File: src/rtl/cpu_pkg.sv
// cpu_pkg: shared definitions for the 3-bit-opcode RISC sequencer.
//
// Contents:
//   OPCODE_W  - width of the opcode field; the opcode occupies the top
//               OPCODE_W bits of an instruction (instr[INSTR_W-1 -: OPCODE_W]).
//   opcode_t  - opcode encodings (ADD..MOV write the register file,
//               101/110 are reserved, 111 is HALT).
//   state_t   - sequencer state encoding, also exported on the debug port.
//
// Optional build macro used by the files that import this package:
//   CPU_SEQ_ILLEGAL_TRAP_EN - reserved opcodes trap to HALT instead of
//                             running as NOPs.
package cpu_pkg;

    localparam int OPCODE_W = 3;

    typedef enum logic [OPCODE_W-1:0] {
        OP_ADD  = 3'b000,
        OP_SUB  = 3'b001,
        OP_AND  = 3'b010,
        OP_OR   = 3'b011,
        OP_MOV  = 3'b100,
        OP_RSV5 = 3'b101,
        OP_RSV6 = 3'b110,
        OP_HALT = 3'b111
    } opcode_t;

    typedef enum logic [2:0] {
        ST_IDLE      = 3'd0,
        ST_FETCH     = 3'd1,
        ST_DECODE    = 3'd2,
        ST_EXECUTE   = 3'd3,
        ST_WRITEBACK = 3'd4,
        ST_HALT      = 3'd5
    } state_t;

endpackage

File: src/rtl/cpu_sequencer_control_unit.sv
// control_unit: purely combinational opcode decoder for cpu_sequencer.
//
// Ports:
//   opcode     in   OPCODE_W  opcode field of the instruction register
//   alu_src    out  1         0 = register operand, 1 = immediate (MOV only)
//   writes_reg out  1         opcode writes the register file (000..100)
//   stop       out  1         DECODE must go to HALT instead of EXECUTE
//   trap       out  1         opcode is reserved and must raise 'illegal'
//
// Build macro: CPU_SEQ_ILLEGAL_TRAP_EN. When defined, reserved opcodes
// 101/110 assert stop and trap; otherwise they decode as NOPs and trap is 0.
module control_unit
    import cpu_pkg::*;
(
    input  logic [OPCODE_W-1:0] opcode,
    output logic                alu_src,
    output logic                writes_reg,
    output logic                stop,
    output logic                trap
);

    logic reserved;

    always_comb begin
        alu_src    = 1'b0;
        writes_reg = 1'b0;
        reserved   = 1'b0;
        stop       = 1'b0;
        case (opcode_t'(opcode))
            OP_ADD, OP_SUB, OP_AND, OP_OR: writes_reg = 1'b1;
            OP_MOV: begin
                writes_reg = 1'b1;
                alu_src    = 1'b1;
            end
            OP_RSV5, OP_RSV6: reserved = 1'b1;
            OP_HALT:          stop     = 1'b1;
            default:          stop     = 1'b0;
        endcase
`ifdef CPU_SEQ_ILLEGAL_TRAP_EN
        trap = reserved;
        if (reserved) begin
            stop = 1'b1;
        end
`else
        // Reserved opcodes fall through as NOPs; nothing is flagged.
        trap = reserved & 1'b0;
`endif
    end

endmodule

File: src/rtl/cpu_sequencer.sv
// cpu_sequencer: multi-cycle FETCH/DECODE/EXECUTE/WRITEBACK sequencer.
//
// Ports:
//   clk, rst_n   clock; synchronous active-low reset
//   start        level; leaves IDLE when high
//   imem_req     out  fetch request, held in FETCH until imem_ack
//   imem_addr    out  fetch address (always equal to pc)
//   imem_ack     in   imem_rdata valid this cycle; ignored outside FETCH
//   imem_rdata   in   fetched instruction
//   ir           out  instruction register (valid from first DECODE cycle)
//   pc           out  program counter, wraps mod 2^PC_W
//   alu_src      out  registered in DECODE from the decoder
//   alu_en       out  one-cycle pulse in EXECUTE
//   reg_write    out  one-cycle pulse in WRITEBACK for writing opcodes
//   busy         out  high outside IDLE and HALT
//   halted       out  high in HALT
//   illegal      out  sticky reserved-opcode flag (trap build only)
//   retired      out  saturating count of completed instructions
//   state_dbg    out  current state encoding (cpu_pkg::state_t)
//
// Handshake: imem_req is a request held high with a stable imem_addr until
// the cycle imem_ack is sampled high; that cycle transfers imem_rdata into ir
// and drops the request. An ack while no request is pending has no effect.
//
// Build macro: CPU_SEQ_ILLEGAL_TRAP_EN. When defined, opcodes 101/110 halt
// the sequencer and set 'illegal'; otherwise they execute as NOPs.
module cpu_sequencer
    import cpu_pkg::*;
#(
    parameter int PC_W    = 8,
    parameter int INSTR_W = 8,
    parameter int CNT_W   = 16
) (
    input  logic               clk,
    input  logic               rst_n,
    input  logic               start,
    output logic               imem_req,
    output logic [PC_W-1:0]    imem_addr,
    input  logic               imem_ack,
    input  logic [INSTR_W-1:0] imem_rdata,
    output logic [INSTR_W-1:0] ir,
    output logic [PC_W-1:0]    pc,
    output logic               alu_src,
    output logic               alu_en,
    output logic               reg_write,
    output logic               busy,
    output logic               halted,
    output logic               illegal,
    output logic [CNT_W-1:0]   retired,
    output logic [2:0]         state_dbg
);

    state_t state;

    logic dec_alu_src;
    logic dec_writes_reg;
    logic dec_stop;
    logic dec_trap;

    // The decoder always looks at ir; ir is stable from DECODE through
    // WRITEBACK, which are the only states that consume decoder outputs.
    control_unit u_control_unit (
        .opcode     (ir[INSTR_W-1 -: OPCODE_W]),
        .alu_src    (dec_alu_src),
        .writes_reg (dec_writes_reg),
        .stop       (dec_stop),
        .trap       (dec_trap)
    );

    assign imem_addr = pc;
    assign state_dbg = state;

    always_ff @(posedge clk) begin
        if (!rst_n) begin
            state     <= ST_IDLE;
            pc        <= '0;
            ir        <= '0;
            retired   <= '0;
            alu_src   <= 1'b0;
            alu_en    <= 1'b0;
            reg_write <= 1'b0;
            imem_req  <= 1'b0;
            busy      <= 1'b0;
            halted    <= 1'b0;
            illegal   <= 1'b0;
        end else begin
            case (state)
                ST_IDLE: begin
                    if (start) begin
                        state    <= ST_FETCH;
                        imem_req <= 1'b1;
                        busy     <= 1'b1;
                    end
                end
                ST_FETCH: begin
                    if (imem_ack) begin
                        ir       <= imem_rdata;
                        imem_req <= 1'b0;
                        state    <= ST_DECODE;
                    end
                end
                ST_DECODE: begin
                    alu_src <= dec_alu_src;
                    if (dec_stop) begin
                        // HALT (or a trapped reserved opcode) retires nothing
                        // and leaves pc pointing at the stopping instruction.
                        state  <= ST_HALT;
                        halted <= 1'b1;
                        busy   <= 1'b0;
                        if (dec_trap) begin
                            illegal <= 1'b1;
                        end
                    end else begin
                        state  <= ST_EXECUTE;
                        alu_en <= 1'b1;
                    end
                end
                ST_EXECUTE: begin
                    alu_en    <= 1'b0;
                    reg_write <= dec_writes_reg;
                    state     <= ST_WRITEBACK;
                end
                ST_WRITEBACK: begin
                    reg_write <= 1'b0;
                    pc        <= pc + 1'b1;
                    if (retired != {CNT_W{1'b1}}) begin
                        retired <= retired + 1'b1;
                    end
                    imem_req  <= 1'b1;
                    state     <= ST_FETCH;
                end
                ST_HALT: begin
                    state <= ST_HALT;
                end
                default: begin
                    state    <= ST_IDLE;
                    imem_req <= 1'b0;
                    busy     <= 1'b0;
                end
            endcase
        end
    end

endmodule

File: config.mk
export PLATFORM = sky130hd
export DESIGN_NAME = cpu_sequencer
export DESIGN_NICKNAME = d
export VERILOG_FILES = /design/src/rtl/cpu_pkg.sv /design/src/rtl/cpu_sequencer_control_unit.sv /design/src/rtl/cpu_sequencer.sv
export SDC_FILE = /design/constraint.sdc
export NUM_CORES = 1
export LEC_CHECK = 0
export CAP_MARGIN = 10
export CORE_MARGIN = 2
export CORE_UTILIZATION = 49
export DETAILED_ROUTE_END_ITERATION = 8
export PLACE_DENSITY_LB_ADDON = 0.08
export SYNTH_ARGS = -nofsm -noshare
export SYNTH_HDL_FRONTEND = slang
export SYNTH_SLANG_ARGS = --single-unit
File: constraint.sdc
create_clock -name clk -period 6.02 [get_ports clk]
set_input_delay 0.903 -clock clk [delete_from_list [all_inputs] [get_ports clk]]
set_output_delay 0.903 -clock clk [all_outputs]
set_load 0.005 [all_outputs]
# Word level (Yosys, flattened, before mapping)
# Cells that the tools add are included.
# Widths: inputs -> output; s select.
[word_totals] register_bits=41 in_bits=12 out_inout_bits=50 elab_cells=58
[classes] addsub=2 eq_ne=15 n_mux=15 bitwise=2 reduce_logical=14
[op_table] cell="$pmux 3 s6" count=1
[op_table] cell="$add 16x1->16 const B" count=1
[op_table] cell="$ne 16x16->1 const B" count=1
[op_table] cell="$eq 3x2->1 const B" count=4
[op_table] cell="$eq 3x3->1 const B" count=4
[op_table] cell="$reduce_and 2->1" count=5
[op_table] cell="$mux 3" count=3
[op_table] cell="$add 8x1->8 const B" count=1
[op_table] cell="$ne 2x2->1 const B" count=4
[op_table] cell="$mux 1" count=7
[op_table] cell="$eq 3x1->1 const B" count=2
[op_table] cell="$logic_not 3->1" count=2
[op_table] cell="$reduce_and 3->1" count=2
[op_table] cell="$reduce_or 5->1" count=1
[op_table] cell="$pmux 1 s2" count=2
[op_table] cell="$pmux 1 s4" count=1
[op_table] cell="$reduce_bool 2->1" count=2
[op_table] cell="$reduce_or 4->1" count=1
[op_table] cell="$pmux 1 s3" count=1
[op_table] cell="$reduce_or 3->1" count=1
[op_table] cell="$not 1->1" count=2

# Longest topological paths before layout
[logic_depth] word_depth=4 depth_mapped=6 mapped_depth_nobuf=5

# By module
# From an unflattened synthesis, not the netlist that was laid out.
[unflattened] hier_cells=224 hier_area_um2=2073.2
[modules_own_cells] mod="cpu_sequencer" n_inst=1 cells_each=219 area_per_inst_um2=2038.2 seq_area_each_um2=840.8
[modules_own_cells] mod="control_unit" n_inst=1 cells_each=5 area_per_inst_um2=35.0 seq_area_each_um2=0.0

# Least setup slack after synthesis
# Ideal clock, no wire load.
[synth_timing] path_kind="register to register" startpoint="reg state[0], in the netlist state_dbg[0]" endpoint="reg retired[13]" setup_time_ns=0.070 arrival_time_ns=2.054 required_ns=5.950 setup_slack_ns=3.896 stages_incl_launch_ff=7 path_buffers=2 synth_period_minus_slack_ns=2.124 path_cell_list="dfxtp_1 -> or3b_1 -> buf_2 -> or4_1 -> buf_2 -> or4_1 -> a21oi_1"
[synth_between] elab_chain_len=2
[synth_rtl] item="from (decl)" line="cpu_sequencer.sv:53" text="state_t state;"
[synth_rtl] item="from (signal assigned)" line="cpu_sequencer.sv:75" text="state <= ST_IDLE;"
[synth_rtl] item="from (signal assigned)" line="cpu_sequencer.sv:90" text="state <= ST_FETCH;"
[synth_rtl] item="from (signal assigned)" line="cpu_sequencer.sv:99" text="state <= ST_DECODE;"
[synth_rtl] item="$eq 3x3->1" line="cpu_sequencer.sv:87" text="case (state)"
[synth_rtl] item="$reduce_and 2->1 (no line)"
[synth_rtl] item="to (signal assigned)" line="cpu_sequencer.sv:127" text="retired <= retired + 1'b1;"
[synth_rtl] item="to (decl)" line="cpu_sequencer.sv:49" text="output logic [CNT_W-1:0] retired,"
# Every way passes these cells.
# A chain may end at the register's enable or synchronous reset.

# Worst setup path in the final report
[layout_timing] startpoint="in rst_n" endpoint="reg reg_write"
[layout_lines] item="from (decl)" line="cpu_sequencer.sv:35" text="input logic rst_n,"
[layout_lines] item="to (signal assigned)" line="cpu_sequencer.sv:120" text="reg_write <= dec_writes_reg;"
[layout_lines] item="to (decl)" line="cpu_sequencer.sv:45" text="output logic reg_write,"
# No word-level cell between the ends.

==> out/metrics.yaml <==
syn_area_per_cell_um2: 8.66
max-slew-margin-rel: 0.364
p_leak_uw: 0.000821
synth_top_cell_area_share: 0.425
hold_class: "register to register"
rsz0062_at_grt: "false"
period_needed_ns: 2.78
cts_setup_buffers: 0
slew_viol_final: 0
grt_pass1_vias: 1543
skew_ns: 0.00479
status: "complete, no violations"
grt.total_usage: 0.204
n_antenna_cell: 0
cts_root_buf: "clkbuf_8"
crit_buf_inv: 2
overflow: 0
critPathArrivalTime_ns: 2.95
fin_crit_sh: 0.462
synth_edf_count: 0
seq_area_um2: 821
ir_drop_v: 0.000152
p_per_area_nw_per_um2: 206
routedWlPerCell_um: 13.5
initial_core_util: 0.520
syn-num-nets: 237
ys.flop_type: "dfxtp_1"
layout-drive-gt1-share: 0.0480
vias: 1768
yosys_warnings: 0
fp.dieH_um: 66.8
worstSetupEndpointType: "register"
vias_per_cell: 5.54
critical_path.slowest_cell: "clkinv_1"
synth_async_sr_flop_share: 0
first_pass_iters: 4
cp.required_ns: 6.19
num-fill-cells: 316
clock-sinks: 41
crit_chain: "clkdlybuf4s50_1 -> clkinv_1 -> a2111oi_0"
cp-start-kind: "input pin"
fin_nets: 284
max_freq_ghz: 0.360
first_iter_violations: 142
insertion_delay_ns: 0.30
route.detailed.drc: 0
setup_tns_ns: 0
cts_buffers: 5
yosysUniqueCellTypes: 44
clk_path_buf_depth: 2
synth.top_cells.by_area: "dfxtp_1 43%, a21oi_1 5.2%, mux2i_1 4.1%"
row_count: 22
clk_pin_slew_worst_paths_ns: 0.08
antenna_found_initial: 0
cts_tree: "yes"
multi_input_area_um2: 983
coreArea_um2: 3720
grt_pass1_wl_um: 7000
whs_ns: 0.459
pin_count: 62
syn2layout_area_growth_pct: 33.9
drv_cap: 0
ys_seq_elements: 41
wl_um: 4300
cts.repair.resized: 0
finalHoldViolCount: 0
hpwl_um: 2910
grt_max_degree: 35
h-tree-depth: 2
holdBufCountCts: 0
cp_top_family: "buffers and inverters"
synthCells: 223
yosysTopAreaCell: "dfxtp_1"
synth.most_common_cell: "dfxtp_1"
syn_area_um2: 1930
yosys-top-cells-count: "41 x dfxtp_1, 20 x a21oi_1, 18 x nor2_1"
gp_congestion: 0.776
portBuffers: 60
critical-path-max-stage-delay_ns: 0.83
critPathKind: "input pin to register"
final_antenna_net_count: 0
final-setup-viol-count: 0
seq_area_frac_synth: 0.425
die-area_um2: 4460
dieWidth_um: 66.8
cp_max_fo: 34
tightest_slew_ns: 0.949
path summary, 6_finish.rpt:
path,start,end,slack [ns],cells past startpoint
min,alu_src,alu_src,0.46,2
min reg2reg,alu_src,alu_src,0.46,2
max reg2reg,state_dbg[2],retired[13],3.36,4
max,rst_n,reg_write,3.24,3
tightest hold or removal path: cells and delay by family, from the launching register on:
kind	cells	cell delay [ns]
DFF	1	0.32
and+or+nand+nor	1	0.05
AOI/OAI and AO/OA	1	0.05
cells by family after synthesis:
kind of cell	synth area share
other	0.00194
and+or+nand+nor	0.247
muxes	0.0415
adders and majority gates	0.0130
AOI/OAI and AO/OA	0.179
DFF	0.425
buffers and inverters	0.0655
xor gates and xnor gates	0.0272
layout by cell type, fill, tap and decap left out, types with 5 or more instances in the layout:
cell type / instances
mux2i_1: 8
dfxtp_1: 41
nand3_1: 8
o21a_1: 6
or3_1: 5
a21oi_1: 20
nor4_1: 5
o21ai_0: 7
nand4_1: 10
clkbuf_8: 7
clkdlybuf4s50_1: 60
o31ai_1: 7
nand2_1: 13
or4_1: 6
nor2_1: 18
cell type report:
class                   count  share of cell area
clock buffers               7              0.0373
inverters                   3             0.00436
flip-flops and latches     41               0.318
clock inverters             1             0.00194
well taps                  48              0.0232
multi-input cells         158               0.380
repair buffers             61               0.235
flip-flops by register name, indices dropped and copies added (netlist names):
register,flops
reg_write,1
alu_src,1
ir,8
imem_req,1
alu_en,1
state_dbg,3
retired,16
halted,1
busy,1
imem_addr,8
through the flow:
stage	setup WS (ns)	util	power (µW)	instances	area, µm²
3_5_place_dp	2.92	0.668	340	311	2480
6_report	3.24	0.696	532	319	2580
3_3_place_gp	2.98	0.668	340	311	2480
2_1_floorplan	3.90	-	316	223	1930
5_1_grt	3.05	0.696	550	319	2580
4_1_cts	3.23	0.696	536	319	2580
routing by layer:
metal,wire [µm],global-route usage,vias up
met5,0,0,-
met4,50,0.0612,0
met3,168,0.0507,5
met2,1950,0.331,43
met1,2130,0.267,817
li1,-,-,903
where the power goes:
part	switching (µW)	total, µW	internal (µW)
Combinational	20.1	47.5	27.4
Sequential	9.41	287	277
Clock	93.6	197	104
No activity file was read; power rests on OpenSTA's default activity.
